**src/rtl/spi_command_decoder.sv**
```systemverilog
// SPI command decoder: assembles 32-bit command words from a strobed bit stream
// and applies WRITE/START/STOP/CLEAR effects two cycles after the last bit.
module spi_command_decoder #(
  parameter int REG_WIDTH = 16,
  parameter int NUM_REGS  = 4
) (
  input  logic                 clk,
  input  logic                 reset,
  input  logic                 serialIn,
  input  logic                 serialEn,
  input  logic                 frameActive,
  output logic [REG_WIDTH-1:0] cfg0,
  output logic [REG_WIDTH-1:0] cfg1,
  output logic [REG_WIDTH-1:0] cfg2,
  output logic [REG_WIDTH-1:0] cfg3,
  output logic                 startPulse,
  output logic                 running,
  output logic                 wordStrobe,
  output logic                 errorFlag
);

  localparam logic [3:0] OP_NOP   = 4'h0;
  localparam logic [3:0] OP_WRITE = 4'h1;
  localparam logic [3:0] OP_START = 4'h2;
  localparam logic [3:0] OP_STOP  = 4'h3;
  localparam logic [3:0] OP_CLEAR = 4'h4;

  typedef enum logic [1:0] {IDLE, SHIFT, DECODE} state_t;

  state_t      state_reg, state_next;
  logic [31:0] shift_reg, shift_next;
  logic [4:0]  cnt_reg, cnt_next;
  logic [31:0] word_reg;
  logic        pend_reg;
  logic        take_bit;
  logic        trunc;
  logic        word_done;

  logic [3:0]  opcode;
  logic        op_illegal;
  logic [NUM_REGS-1:0] wr_en;

  assign take_bit = frameActive && serialEn;

  always_ff @(posedge clk) begin
    if (!reset) begin
      state_reg <= IDLE;
      shift_reg <= '0;
      cnt_reg   <= '0;
    end else begin
      state_reg <= state_next;
      shift_reg <= shift_next;
      cnt_reg   <= cnt_next;
    end
  end

  // Bits are accepted in every state while the frame is open, so a strobe
  // landing in DECODE becomes the first bit of the following word.
  always_comb begin
    state_next = state_reg;
    shift_next = shift_reg;
    cnt_next   = cnt_reg;
    trunc      = 1'b0;
    word_done  = 1'b0;
    if (take_bit) begin
      shift_next = {shift_reg[30:0], serialIn};
      cnt_next   = cnt_reg + 5'd1;
    end
    case (state_reg)
      IDLE: begin
        if (frameActive) state_next = SHIFT;
      end
      SHIFT: begin
        if (!frameActive) begin
          state_next = IDLE;
          cnt_next   = '0;
          shift_next = '0;
          trunc      = (cnt_reg != 5'd0);
        end else if (take_bit && cnt_reg == 5'd31) begin
          state_next = DECODE;
        end
      end
      DECODE: begin
        word_done  = 1'b1;
        state_next = frameActive ? SHIFT : IDLE;
      end
      default: state_next = IDLE;
    endcase
  end

  // Completed word is held for one cycle, then its effects are applied.
  always_ff @(posedge clk) begin
    if (!reset) begin
      word_reg <= '0;
      pend_reg <= 1'b0;
    end else begin
      pend_reg <= word_done;
      if (word_done) word_reg <= shift_reg;
    end
  end

  assign opcode     = word_reg[31:28];
  assign op_illegal = (opcode > OP_CLEAR);

  always_ff @(posedge clk) begin
    if (!reset) begin
      startPulse <= 1'b0;
      wordStrobe <= 1'b0;
      running    <= 1'b0;
      errorFlag  <= 1'b0;
    end else begin
      wordStrobe <= pend_reg;
      startPulse <= pend_reg && (opcode == OP_START);
      if (pend_reg && opcode == OP_START) running <= 1'b1;
      else if (pend_reg && opcode == OP_STOP) running <= 1'b0;
      // Setting the error wins over a CLEAR applied in the same cycle.
      if (trunc || (pend_reg && op_illegal)) errorFlag <= 1'b1;
      else if (pend_reg && opcode == OP_CLEAR) errorFlag <= 1'b0;
    end
  end

  for (genvar gi = 0; gi < NUM_REGS; gi++) begin : g_cfg
    logic [REG_WIDTH-1:0] cfg_q;
    assign wr_en[gi] = pend_reg && (opcode == OP_WRITE) && (word_reg[27:26] == 2'(gi));
    always_ff @(posedge clk) begin
      if (!reset) cfg_q <= '0;
      else if (wr_en[gi]) cfg_q <= word_reg[REG_WIDTH-1:0];
    end
  end

  assign cfg0 = g_cfg[0].cfg_q;
  assign cfg1 = g_cfg[1].cfg_q;
  assign cfg2 = g_cfg[2].cfg_q;
  assign cfg3 = g_cfg[3].cfg_q;

endmodule

```
**config.mk**
```make
export PLATFORM = sky130hd
export DESIGN_NAME = spi_command_decoder
export DESIGN_NICKNAME = d
export VERILOG_FILES = /design/src/rtl/spi_command_decoder.sv
export SDC_FILE = /design/constraint.sdc
export NUM_CORES = 1
export LEC_CHECK = 0
export ABC_AREA = 1
export CAP_MARGIN = 25
export CORE_MARGIN = 10
export CORE_UTILIZATION = 48
export DETAILED_ROUTE_END_ITERATION = 12
export GPL_TIMING_DRIVEN = 0
export HOLD_SLACK_MARGIN = 0.06
export PLACE_DENSITY = 0.84
export SLEW_MARGIN = 30
export SYNTH_ARGS = -nofsm -noshare
export SYNTH_HDL_FRONTEND = slang
export SYNTH_SLANG_ARGS = --single-unit
```
**constraint.sdc**
```tcl
create_clock -name clk -period 1.3 [get_ports clk]
set_input_delay 0.26 -clock clk [delete_from_list [all_inputs] [get_ports clk]]
set_output_delay 0.26 -clock clk [all_outputs]
set_load 0.01 [all_outputs]
```
==> results_tabular.tex, run 1 <==
\begin{tabular}{lr}
\hline
Metric & Value \\
\hline
\multicolumn{2}{l}{\textbf{Outcome}} \\
Result of the run & finished, violations left \\
Violations in the final reports & setup timing \\
\multicolumn{2}{l}{\textbf{Worst setup path}} \\
Kind of capture point of the worst setup path & flop \\
Maximum fanout along the worst path & 10 \\
WS Path Type & flop to flop \\
WP data required & 1.72 ns \\
Depth of the worst register-to-register path & 6 \\
Startpoint of the lowest-slack register-to-register path & word\_reg[27] \\
Worst setup path end & cfg2[13] \\
CP startpoint kind & flop \\
Library cell contributing the largest single delay on the critical path & sky130\_fd\_sc\_hd\_\_dfxtp\_2 \\
Highest cell delay on the worst timing path & 0.44 ns \\
Capture instance of the worst register-to-register path & cfg2[13] \\
Data arrival time of the worst path & 1.87 ns \\
Critical path, cell by cell & nand2\_1, inv\_4, buf\_4, nand3\_4, nand2\_2, nor2\_2 \\
Minimum setup slack among reg-to-reg paths & -0.15 ns \\
CP top delay family & simple AND/OR/NAND/NOR gates \\
Critical Path Source & word\_reg[27] \\
Number of cells on the critical path & 6 \\
Buffers and inverters on the worst path & 2 \\
\multicolumn{2}{l}{\textbf{CTS}} \\
CTS sink cnt & 130 \\
Max Root-Sink Buffers & 2 \\
Clock root buffer & sky130\_fd\_sc\_hd\_\_clkbuf\_8 \\
Clock slew seen by the registers of the worst setup and hold paths & 0.07 ns \\
TritonCTS clock tree & yes \\
Clk\_lat worst skew & 0.53 ns \\
Number of H-tree branching levels & 4 \\
Post-cts hold buffer count & 0 \\
TritonCTS Buffers & 17 \\
\multicolumn{2}{l}{\textbf{Place}} \\
Placed wire-length estimate & 9.19 mm \\
Cell count after placement & 869 \\
Standard cell area after detailed placement & 0.00588 mm² \\
Number of buffer cells added on primary ports & 71 \\
Routability-driven placement congestion ratio & 0.841 \\
\multicolumn{2}{l}{\textbf{Routing}} \\
Vias per inst & 5.64 \\
Number of detailed-route iterations in the first pass & 10 \\
Post-route ant nets & 0 \\
Residual DRC & 0 \\
Detail-routed net length per standard cell & 18.6 µm \\
Total Routed Length & 17.3 mm \\
Total via count in the routed design & 5259 \\
Number of DRC violations after detailed-routing iteration 0 & 679 \\
\multicolumn{2}{l}{\textbf{Floorplanning}} \\
Die Outline Area & 0.0149 mm² \\
Initial cell density of the core & 48.8\% \\
Height of the die & 122 µm \\
Num ports & 73 \\
Overall die width & 122 µm \\
Core outline area & 0.0102 mm² \\
Floorplan row count & 37 \\
\multicolumn{2}{l}{\textbf{Synthesis}} \\
Synthesis warning total & 0 \\
Netlist area before placement & 0.00500 mm² \\
Synth Instances & 662 \\
Net count after synthesis & 670 \\
Post-synth top area cell & sky130\_fd\_sc\_hd\_\_dfxtp\_1 \\
Sequential element share of the synthesized area & 52.1\% \\
Number of flip-flops and latches in the synthesized netlist & 130 \\
Average footprint of a synthesized cell & 7.55 µm² \\
Area share of the largest cell type after synthesis & 52.1\% \\
Dominant cells by area after synthesis & sky130\_fd\_sc\_hd\_\_dfxtp\_1, sky130\_fd\_sc\_hd\_\_nand2\_1, sky130\_fd\_sc\_hd\_\_nor2\_1, sky130\_fd\_sc\_hd\_\_nand3\_1, sky130\_fd\_sc\_hd\_\_a21oi\_1 \\
Netlist cell types & 21 \\
\multicolumn{2}{l}{\textbf{Global route}} \\
Global-route wire length before repair & 22.7 mm \\
Aggregate global routing overflow & 0 \\
GRT Total Usage & 18.6\% \\
Largest net degree at the start of global routing & 17 \\
Vias in the first global route & 4777 \\
Number of antenna violations at the first check in global routing & 0 \\
\multicolumn{2}{l}{\textbf{Hold path}} \\
Hold WC Path Type & input port to flop \\
\multicolumn{2}{l}{\textbf{Cells and area}} \\
Final Instance Area & 0.00708 mm² \\
Filler-free cell count of the finished design & 932 \\
Final nets & 791 \\
Antenna fix cells & 0 \\
Fraction of final layout cells with drive strength greater than 1 & 37.6\% \\
Flip-flop count of the largest register after layout & 32 \\
Fill cell total of the finished layout & 664 \\
Leading cell type in the layout, fill and taps excluded & sky130\_fd\_sc\_hd\_\_nand2\_1 \\
Area overhead of the layout relative to synthesis & 41.7\% \\
Most frequent cells in the layout & sky130\_fd\_sc\_hd\_\_nand2\_1, sky130\_fd\_sc\_hd\_\_nor2\_1, sky130\_fd\_sc\_hd\_\_dfxtp\_1 \\
\multicolumn{2}{l}{\textbf{Timing}} \\
Period utilization & 112\% \\
Maximum operating frequency & 0.688 GHz \\
Number of setup violations in the final report & 64 \\
Skew final & 0.00909 ns \\
Number of max-slew violations in the final report & 0 \\
Max-Slew Margin vs Limit & 54.7\% \\
Final hold violation count & 0 \\
Shortest clock period the worst path allows after layout & 1.45 ns \\
Worst-margin pin slew & 0.679 ns \\
Setup repair after global routing missed its margin & true \\
Worst-case setup margin in the final layout & -0.153 ns \\
\multicolumn{2}{l}{\textbf{Power}} \\
LEAKAGE & 2.86 nW \\
Peak ir drop on the vdd network & 0.984 mV \\
Pwr/cell area & 1270 mW/mm² \\
\multicolumn{2}{l}{\textbf{Flow run}} \\
Max-cap check violation count & 0 \\
\hline
\end{tabular}
==> layout make-up <==
type	instances	area, µm²	share of cell area [%]
buffer	37	287	4.05
clock buffer	17	414	5.85
clock inverter	15	173	2.44
inverter	32	125	1.77
multi-input combinational	463	2480	35.1
sequential	130	2640	37.3
tap	136	170	2.40
timing repair buffer	102	782	11.0
==> report_power, final <==
group          internal, W  switching (W)
logic            0.0000910       0.000197
registers          0.00399     0.00000611
clock network      0.00278        0.00195
total              0.00686        0.00216
==> tightest hold or removal path: stages <==
cell                      delay [ns]
sky130_fd_sc_hd__buf_2          0.19
sky130_fd_sc_hd__o21ai_4        0.13
sky130_fd_sc_hd__buf_4          0.12
sky130_fd_sc_hd__a21oi_1        0.03
==> cells by family (layout without fill, tap and decap cells) <==
kind of cell | Yosys count | in the layout | share of synthesized area [%]
AOI/OAI and AO/OA | 81 | 81 | 8.19
xor gates and xnor gates | 1 | 1 | 0.175
adders and majority gates | 3 | 3 | 0.751
buffers and inverters | 69 | 203 | 7.11
DFF | 130 | 130 | 52.1
and+or+nand+nor | 378 | 378 | 31.7
==> Yosys cell counts (all sizes together) <==
cell type	n
nor2	157
nand2	151
dfxtp	130
nand3	68
a21oi	56
inv	32
buf	27
o21ai	25
clkbuf	10
ha	3
nor3	2
xor2	1
==> stage by stage <==
stage / hold slack, ns / worst slack (ns) / util (%) / power [W] / setup TNS (ns)
after CTS: 0.160 / -0.0511 / 62.4 / 0.00890 / -0.411
after global routing: 0.245 / -0.182 / 69.2 / 0.00923 / -8.27
after global placement: 0.440 / -0.440 / 57.5 / 0.00430 / -18.24
after detailed placement: 0.454 / -0.485 / 57.5 / 0.00431 / -20.16
final: 0.239 / -0.153 / 69.2 / 0.00902 / -4.33
after floorplan: 0.376 / 0.0788 / - / 0.00424 / 0
==> worst min-delay path by stage <==
stage,slack (ns),cells after the start,end,startpoint
2_1_floorplan,0.38,2,state_reg[0],frameActive
4_1_cts,0.16,3,shift_reg[24],reset
5_1_grt,0.25,4,shift_reg[25],reset
3_3_place_gp,0.44,1,state_reg[0],state_reg[0]
6_report,0.24,4,shift_reg[25],reset
3_5_place_dp,0.45,2,shift_reg[24],shift_reg[24]
==> per-layer routing <==
layer | global-route usage [%] | wire [µm] | up-vias
li1 | - | - | 2347
met1 | 19.4 | 6110 | 2448
met2 | 32.0 | 8530 | 370
met3 | 6.43 | 1720 | 94
met4 | 10.7 | 962 | 0
met5 | 0 | 0 | -
==> timing repair <==
action | 4_1_cts | 5_1_grt
resized for setup | 317 | 144
pin swaps | 16 | 15
buffers inserted | 12 | 11
endpoints found under the setup margin | 166 | 126
gates cloned | 3 | 5
No activity file was read; power rests on OpenSTA's default activity.
==> inputs of run 2 (changes only) <==
CTS_CLUSTER_DIAMETER = 40   (was default)
==> results of run 2 <==
Same layout as run 1: the final DEF is identical, and so are final timing and power.
==> inputs of run 3 (changes only) <==
CAP_MARGIN = 10   (was 25)
==> results of run 3 <==
Same layout as run 1: the final DEF is identical, and so are final timing and power.
